File: src/rtl/imm_extend_pipe_if.sv
// Decode-to-extender handshake bundle: input side (valid/ready, mode, raw
// immediate) and output side (valid/ready, extended operand).
interface imm_extend_pipe_if #(
  parameter int IN_W  = 16,
  parameter int OUT_W = 32
);
  logic             in_valid_i;
  logic             in_ready_o;
  logic [2:0]       mode_i;
  logic [IN_W-1:0]  data_i;
  logic             out_valid_o;
  logic             out_ready_i;
  logic [OUT_W-1:0] data_o;

  modport master (
    output in_valid_i, mode_i, data_i, out_ready_i,
    input  in_ready_o, out_valid_o, data_o
  );

  modport slave (
    input  in_valid_i, mode_i, data_i, out_ready_i,
    output in_ready_o, out_valid_o, data_o
  );
endinterface

File: src/rtl/imm_extend_pipe.sv
// Pipelined immediate extender (sign/zero/upper/branch-offset) with a one-entry
// skid buffer. Optional EXT_ILLEGAL_CHK_EN adds a sticky err_o for modes 4-7.
module imm_extend_pipe #(
  parameter int IN_W  = 16,
  parameter int OUT_W = 32
) (
  input  logic clk_i,
  input  logic rst_i,
  input  logic flush_i,
`ifdef EXT_ILLEGAL_CHK_EN
  output logic err_o,
`endif
  imm_extend_pipe_if.slave bus
);

  localparam logic [2:0] MODE_SIGN    = 3'd0;
  localparam logic [2:0] MODE_ZERO    = 3'd1;
  localparam logic [2:0] MODE_UPPER   = 3'd2;
  localparam logic [2:0] MODE_BRSHIFT = 3'd3;

  generate
    if (IN_W < 2 || OUT_W < IN_W + 2) begin : g_bad_params
      $error("imm_extend_pipe: need IN_W >= 2 and OUT_W >= IN_W+2");
    end
  endgenerate

  logic             r_main_valid;
  logic [OUT_W-1:0] r_main_data;
  logic             r_skid_valid;
  logic [OUT_W-1:0] r_skid_data;

  logic             w_accept;
  logic             w_consume;
  logic [OUT_W-1:0] w_sign;
  logic [OUT_W-1:0] w_ext;

  // Ready depends only on skid occupancy, so no combinational path from out_ready.
  assign w_accept  = bus.in_valid_i && !r_skid_valid;
  assign w_consume = r_main_valid && bus.out_ready_i;
  assign w_sign    = {{(OUT_W-IN_W){bus.data_i[IN_W-1]}}, bus.data_i};

  always_comb begin
    w_ext = w_sign;
    case (bus.mode_i)
      MODE_SIGN:    w_ext = w_sign;
      MODE_ZERO:    w_ext = {{(OUT_W-IN_W){1'b0}}, bus.data_i};
      MODE_UPPER:   w_ext = {bus.data_i, {(OUT_W-IN_W){1'b0}}};
      MODE_BRSHIFT: w_ext = {w_sign[OUT_W-3:0], 2'b00};
`ifdef EXT_ILLEGAL_CHK_EN
      default:      w_ext = '0;
`else
      default:      w_ext = w_sign;
`endif
    endcase
  end

  always_ff @(posedge clk_i or negedge rst_i) begin
    if (!rst_i) begin
      r_main_valid <= 1'b0;
      r_main_data  <= '0;
      r_skid_valid <= 1'b0;
      r_skid_data  <= '0;
    end else if (flush_i) begin
      r_main_valid <= 1'b0;
      r_skid_valid <= 1'b0;
    end else if (w_accept) begin
      if (!r_main_valid || w_consume) begin
        r_main_valid <= 1'b1;
        r_main_data  <= w_ext;
      end else begin
        r_skid_valid <= 1'b1;
        r_skid_data  <= w_ext;
      end
    end else if (w_consume) begin
      if (r_skid_valid) begin
        r_main_data  <= r_skid_data;
        r_skid_valid <= 1'b0;
      end else begin
        r_main_valid <= 1'b0;
      end
    end
  end

  assign bus.in_ready_o  = !r_skid_valid;
  assign bus.out_valid_o = r_main_valid;
  assign bus.data_o      = r_main_data;

`ifdef EXT_ILLEGAL_CHK_EN
  logic r_err;

  // Sticky until reset; flush deliberately leaves it set.
  always_ff @(posedge clk_i or negedge rst_i) begin
    if (!rst_i) begin
      r_err <= 1'b0;
    end else if (w_accept && bus.mode_i[2]) begin
      r_err <= 1'b1;
    end
  end

  assign err_o = r_err;
`endif

endmodule

File: src/flat_wrapper.sv
// flat-port wrapper written by rule: the top's interface ports become plain ports
module imm_extend_pipe_flat 
#(
  parameter int IN_W  = 16,
  parameter int OUT_W = 32
)
  (clk_i, rst_i, flush_i, bus_in_valid_i, bus_mode_i, bus_data_i, bus_out_ready_i, bus_in_ready_o, bus_out_valid_o, bus_data_o);
  imm_extend_pipe_if #(.IN_W(IN_W), .OUT_W(OUT_W)) bus_i ();
  input  logic clk_i;
  input  logic rst_i;
  input  logic flush_i;
  input wire logic [$bits(bus_i.in_valid_i)-1:0] bus_in_valid_i;
  input wire logic [$bits(bus_i.mode_i)-1:0] bus_mode_i;
  input wire logic [$bits(bus_i.data_i)-1:0] bus_data_i;
  input wire logic [$bits(bus_i.out_ready_i)-1:0] bus_out_ready_i;
  output wire logic [$bits(bus_i.in_ready_o)-1:0] bus_in_ready_o;
  output wire logic [$bits(bus_i.out_valid_o)-1:0] bus_out_valid_o;
  output wire logic [$bits(bus_i.data_o)-1:0] bus_data_o;
  assign bus_i.in_valid_i = bus_in_valid_i;
  assign bus_i.mode_i = bus_mode_i;
  assign bus_i.data_i = bus_data_i;
  assign bus_i.out_ready_i = bus_out_ready_i;
  assign bus_in_ready_o = bus_i.in_ready_o;
  assign bus_out_valid_o = bus_i.out_valid_o;
  assign bus_data_o = bus_i.data_o;
  imm_extend_pipe #(.IN_W(IN_W), .OUT_W(OUT_W)) u_core (.clk_i(clk_i), .rst_i(rst_i), .flush_i(flush_i), .bus(bus_i));
endmodule
File: config.mk
export PLATFORM = sky130hd
export DESIGN_NAME = imm_extend_pipe_flat
export DESIGN_NICKNAME = d
export VERILOG_FILES = /design/src/rtl/imm_extend_pipe_if.sv /design/src/rtl/imm_extend_pipe.sv /design/src/flat_wrapper.sv
export SDC_FILE = /design/constraint.sdc
export NUM_CORES = 1
export LEC_CHECK = 0
export BUFFER_PORTS_ARGS = -buffer_cell sky130_fd_sc_hd__buf_4
export CAP_MARGIN = 20
export CORE_MARGIN = 4
export CORE_UTILIZATION = 45
export DETAILED_ROUTE_END_ITERATION = 12
export HOLD_SLACK_MARGIN = 0.06
export PLACE_DENSITY_LB_ADDON = 0.08
export SYNTH_ARGS = -nofsm -noshare
export SYNTH_HDL_FRONTEND = slang
export SYNTH_SLANG_ARGS = --single-unit
File: constraint.sdc
create_clock -name clk_i -period 2.1 [get_ports clk_i]
set_clock_uncertainty 0.15 [all_clocks]
set_input_delay 0.21 -clock clk_i [delete_from_list [all_inputs] [get_ports clk_i]]
set_output_delay 0.21 -clock clk_i [all_outputs]
set_load 0.1 [all_outputs]
=== Yosys cells after proc, flatten, opt, wreduce, memory -nomap -nowiden ===
Cells that the tools add are included.

* Bits in latches: 0
* Memories: 0
* Bits in registers: 66
* Bits in writable memories: 0
* Word-level logic and storage cells: 39
* Input port bits: 24
* Bits in read-only memories: 0
* Output and inout port bits: 34

* Reductions and logical operators: 12
* Multipliers: 0
* Add/subtract/negate cells: 0
* Bitwise operators: 2
* Order comparisons: 0
* Div/mod/pow operators: 0
* Muxes and demuxes: 14
* Eq/ne operators: 7
* Shift operators: 0

{| class="wikitable"
|+ Operators by type and width
! kind !! count
|-
| 32-bit 2-to-1 mux || 4
|-
| 32-bit case mux with 3 select lines || 1
|-
| 1-bit 2-to-1 mux || 9
|-
| 3-bit inequality test, second input constant || 3
|-
| 3-bit by 2-bit equality test with 1-bit output, second input constant || 2
|-
| 3-bit AND reduction || 2
|-
| 4-bit AND reduction || 1
|-
| 2-bit nonzero test || 2
|-
| 3-bit by 1-bit equality test with 1-bit output, second input constant || 1
|-
| 3-bit nonzero test || 1
|-
| 1-bit logical AND || 2
|-
| 1-bit logical NOT || 2
|-
| 2-bit inequality test, second input constant || 1
|-
| 1-bit inverter || 2
|-
| 2-bit AND reduction || 1
|-
| 1-bit logical OR || 1
|}

=== Depth between registers and ports, before layout ===
* Word-level depth: 5
* Mapped depth: 7

=== Least setup slack after synthesis ===
OpenSTA, ideal clock, no wires.

* Path type: reg2reg
* Start: register u_core.r_main_valid, in the netlist u_core.bus.out_valid_o
* End: register u_core.r_main_data[0], in the netlist u_core.bus.data_o[0]
* Library setup time: 82 ps
* Path slack: -112 ps
* Arrival time: 1,980 ps
* Stages on the path, launching flop included: 6
* Required time: 1,868 ps
* Period minus slack after synthesis: 2,212 ps
* Cell sequence: dfrtp_1 > nand2_1 > a211oi_4 > buf_6 > nor2_1 > a31oi_1

* Longest elaborated chain between the ends: 4
* Elaborated cells between the ends (all ways): 6
* Those cells by class: eq/ne (1); reduce/logical (5)

{| class="wikitable"
|+ RTL lines
! what !! line !! source
|-
| start, declared || imm_extend_pipe.sv:27 || <nowiki>logic r_main_valid;</nowiki>
|-
| start signal, assigned || imm_extend_pipe.sv:59 || <nowiki>r_main_valid <= 1'b0;</nowiki>
|-
| start signal, assigned || imm_extend_pipe.sv:64 || <nowiki>r_main_valid <= 1'b0;</nowiki>
|-
| start signal, assigned || imm_extend_pipe.sv:68 || <nowiki>r_main_valid <= 1'b1;</nowiki>
|-
| 1-bit logical NOT or 1-bit logical AND (tied branches) || imm_extend_pipe.sv:67, imm_extend_pipe.sv:39 ||
|-
| 1-bit logical OR || imm_extend_pipe.sv:67 || <nowiki>if (!r_main_valid || w_consume) begin</nowiki>
|-
| 2-bit inequality test (no line) || n/a ||
|-
| 4-bit AND reduction (no line) * || n/a ||
|-
| end signal, assigned || imm_extend_pipe.sv:69 || <nowiki>r_main_data <= w_ext;</nowiki>
|-
| end signal, assigned || imm_extend_pipe.sv:76 || <nowiki>r_main_data <= r_skid_data;</nowiki>
|-
| end, declared || imm_extend_pipe.sv:28 || <nowiki>logic [OUT_W-1:0] r_main_data;</nowiki>
|}

Every way passes the cells marked *; elsewhere a longest branch is shown, timed or not.
A chain may end at the register's enable or synchronous reset.

=== Worst setup path in the final report ===
* Start: input bus_out_ready_i
* End: register u_core.r_skid_data[1]

* Longest elaborated chain between the ends: 4

{| class="wikitable"
|+ RTL lines
! what !! line !! source
|-
| start, declared || flat_wrapper.sv:15 || <nowiki>input wire logic [$bits(bus_i.out_ready_i)-1:0] bus_out_ready_i;</nowiki>
|-
| 1-bit logical AND || imm_extend_pipe.sv:39 || <nowiki>assign w_consume = r_main_valid && bus.out_ready_i;</nowiki>
|-
| 1-bit logical OR || imm_extend_pipe.sv:67 ||
|-
| 1-bit inverter (no line) || n/a ||
|-
| 3-bit AND reduction (no line) || n/a ||
|-
| end signal, assigned || imm_extend_pipe.sv:72 || <nowiki>r_skid_data <= w_ext;</nowiki>
|-
| end, declared || imm_extend_pipe.sv:30 || <nowiki>logic [OUT_W-1:0] r_skid_data;</nowiki>
|}

Every way passes these cells.

==> qor.yml <==
status: "finished clean"
stdcell_count: 539
syn_inst: 373
power_frac_clock_pct: 19.5
cts.sinks: 66
fin_crit_ps: 1840
final_util_pct: 57.0
num_antenna_cells: 0
max_freq_mhz: 544
ctsHoldBuffers: 16
min_period_over_period_pct: 87.6
syn_nets: 397
end_kind: "register"
cap_violations: 0
synth_warnings: 0
synth_adder_area_share_pct: 0
dp.cells: 506
grt-ovfl-total: 0
htreeDepth: 3
ff2ff_setup_slack_ps: 280
cp_max_fo: 36
cts_tree: "built"
ios: 58
path_cells: "dlygate4sd3_1 -> buf_4 -> nand2b_1 -> or3_1 -> buf_4 -> nand2_1 -> o21ai_2"
layout_common_cells: "65 x dfrtp_1, 63 x buf_4, 55 x nand2_1"
synth_xor_area_share_pct: 0
path_class: "input pin to register"
start_util_pct: 46.3
nets: 459
power.leakage_nw: 1.80
antenna_found_initial: 0
p_comb_share_pct: 43.0
fin_ws_ps: 260
ir_drop_v: 0.000492
yosysTopAreaCell: "dfrtp_1"
rsz0062_at_grt: "no"
p_seq_share_pct: 37.5
port_buffers: 57
drive_above_1_share_pct: 25.7
ctsRootBufferMaster: "clkbuf_8"
syn2layout_area_growth_pct: 23.2
die_width_um: 94.4
dr.pass1.iters: 5
power_mw: 4.67
crit_path_start_kind: "input pin"
cts-resized-gates: 0
reg2reg_depth: 5
r2r-start: "u_core.r_skid_valid"
critPathMaxStageDelay_ps: 540
synth_top_family_by_area: "compound AO/OA/AOI/OAI gates"
fin_setup_tns_ps: 0
path_common_cell: "buf_4"
synth_area_leaders: "dfrtp_1 49%, nand2_1 6.1%, a31oi_1 5.6%"
clockBufferDepth: 2
ys_seq_area_share_pct: 49.2
preCtsSetupSlack_ps: 280
p_sw_share_pct: 46.8
power_density_mw_per_mm2: 1130
synth_top_area_share_pct: 49.2
gp_congestion: 0.805
regArea_mm2: 0.00165
setup_viol: 0
nFillCells: 703
ant_nets: 0
fp.dieH_um: 94.4
hold_viol: 0
wl_um: 8430
synthDistinctLibCells: 32
fin_hold_ws_ps: 67.0
relSlewSlack_pct: 49.5
cts.clk_slew.worst_paths_ps: 70
core_mm2: 0.00725
tightestPinTransition_ps: 754
crit_path_end: "u_core.r_skid_data[1]"
switchingPower_mw: 2.18
postLayoutCellArea_mm2: 0.00414
drcViolationCount: 0
dpl.hpwl_um: 5670
cpMaxStageDelayCell: "dlygate4sd3_1"
grt_pass1_vias: 2688
clock_latency_ps: 340
crit_path_start: "bus_out_ready_i"
yosys.area_share.simple_pct: 17.4
vias: 2897
die_area_mm2: 0.00891
avgRoutedWirePerCell_um: 15.6
grt_max_degree: 48
r2r-end: "u_core.r_skid_data[1]"
crit_required_ps: 2160
syn_area_mm2: 0.00336
placed_cell_area_mm2: 0.00381
synthMuxAreaShare_pct: 0.298
grt.total_usage_pct: 20.2
grt_pass1_wl_um: 13800
p_int_mw: 2.48
synth-compound-area-share_pct: 26.7
min_path_type: "input pin to register"
rows: 31
synth.ff_latch_count: 66
layout_commonest_cell: "dfrtp_1"
drtIter0Drc: 155
post-cts-setup-buffer-count: 0
drv_slew: 0
cts_buffers: 9
multi_input_area_mm2: 0.00149
avgSynthCellArea_um2: 9.01
avgViaCountPerCell: 5.37
arrival_ps: 1900
## power by group through the flow
stage	sequential [mW]	combinational [mW]	clock (mW)
2_1_floorplan	2.81	0.493	0
3_3_place_gp	1.77	1.98	0
3_5_place_dp	1.78	1.99	0
4_1_cts	1.75	2.02	0.929
5_1_grt	1.80	2.12	0.990
6_report	1.75	2.01	0.908
## synthesized netlist by cell type (all sizes together)
library cell  count
buf              19
a21oi            18
o21a              1
a211o             1
mux2i             1
a211oi           16
o31ai             1
inv               3
o211ai            1
clkbuf           13
nor2             32
a21o              1
or3               1
or2               1
nor2b            16
nand2b            3
nand2            68
dfrtp            66
nor3              1
o21ai            75
and3              1
o21bai            1
a31oi            30
nand3             3
## how the worst min path moves through the flow
stage | startpoint | to | slack (ps) | cells past startpoint
after global placement | rst_i | u_core.bus.data_o[26] | 90 | 1
final | bus_data_i[14] | u_core.r_skid_data[14] | 70 | 3
after global routing | bus_data_i[8] | u_core.r_skid_data[8] | 70 | 3
after floorplan | rst_i | u_core.bus.data_o[0] | -240 | 0
after detailed placement | rst_i | u_core.r_skid_data[27] | 90 | 1
after CTS | bus_data_i[8] | u_core.r_skid_data[8] | 60 | 3
## sequential cells by signal, indices dropped and copies added (netlist names)
register	cells
u_core.bus.out_valid_o	1
u_core.bus.data_o	32
u_core.r_skid_data	32
u_core.r_skid_valid	1
## routing by layer
layer	global-route usage (%)	part of all wire (%)	vias to the layer above
li1	-	-	1420
met1	28.8	47	1382
met2	30.5	46	85
met3	4.46	6.1	10
met4	6.86	1.1	0
met5	0	0	-
## critical path, delay by kind of cell
family | cells | cell delay [ps]
buffers and inverters | 3 | 970
AND/OR/NAND/NOR | 3 | 650
AO/OA/AOI/OAI | 1 | 50
## layout make-up
| class | instances | share of cell area [%] |
|---|---|---|
| Sequential cell | 66 | 39.9 |
| Clock inverter | 3 | 0.423 |
| Inverter | 3 | 0.272 |
| Timing Repair Buffer | 83 | 17.0 |
| Clock buffer | 13 | 3.36 |
| Tap cell | 99 | 2.99 |
| Multi-Input combinational cell | 272 | 36.0 |
## logic make-up (layout without fill, tap and decap cells)
| logic type | after synthesis | count (layout) |
|---|---|---|
| flip-flops | 66 | 66 |
| AND/OR/NAND/NOR | 126 | 126 |
| multiplexers | 1 | 1 |
| buffers and inverters | 35 | 102 |
| AO/OA/AOI/OAI | 145 | 145 |
Note: power is estimated with default switching activity, not from simulation.
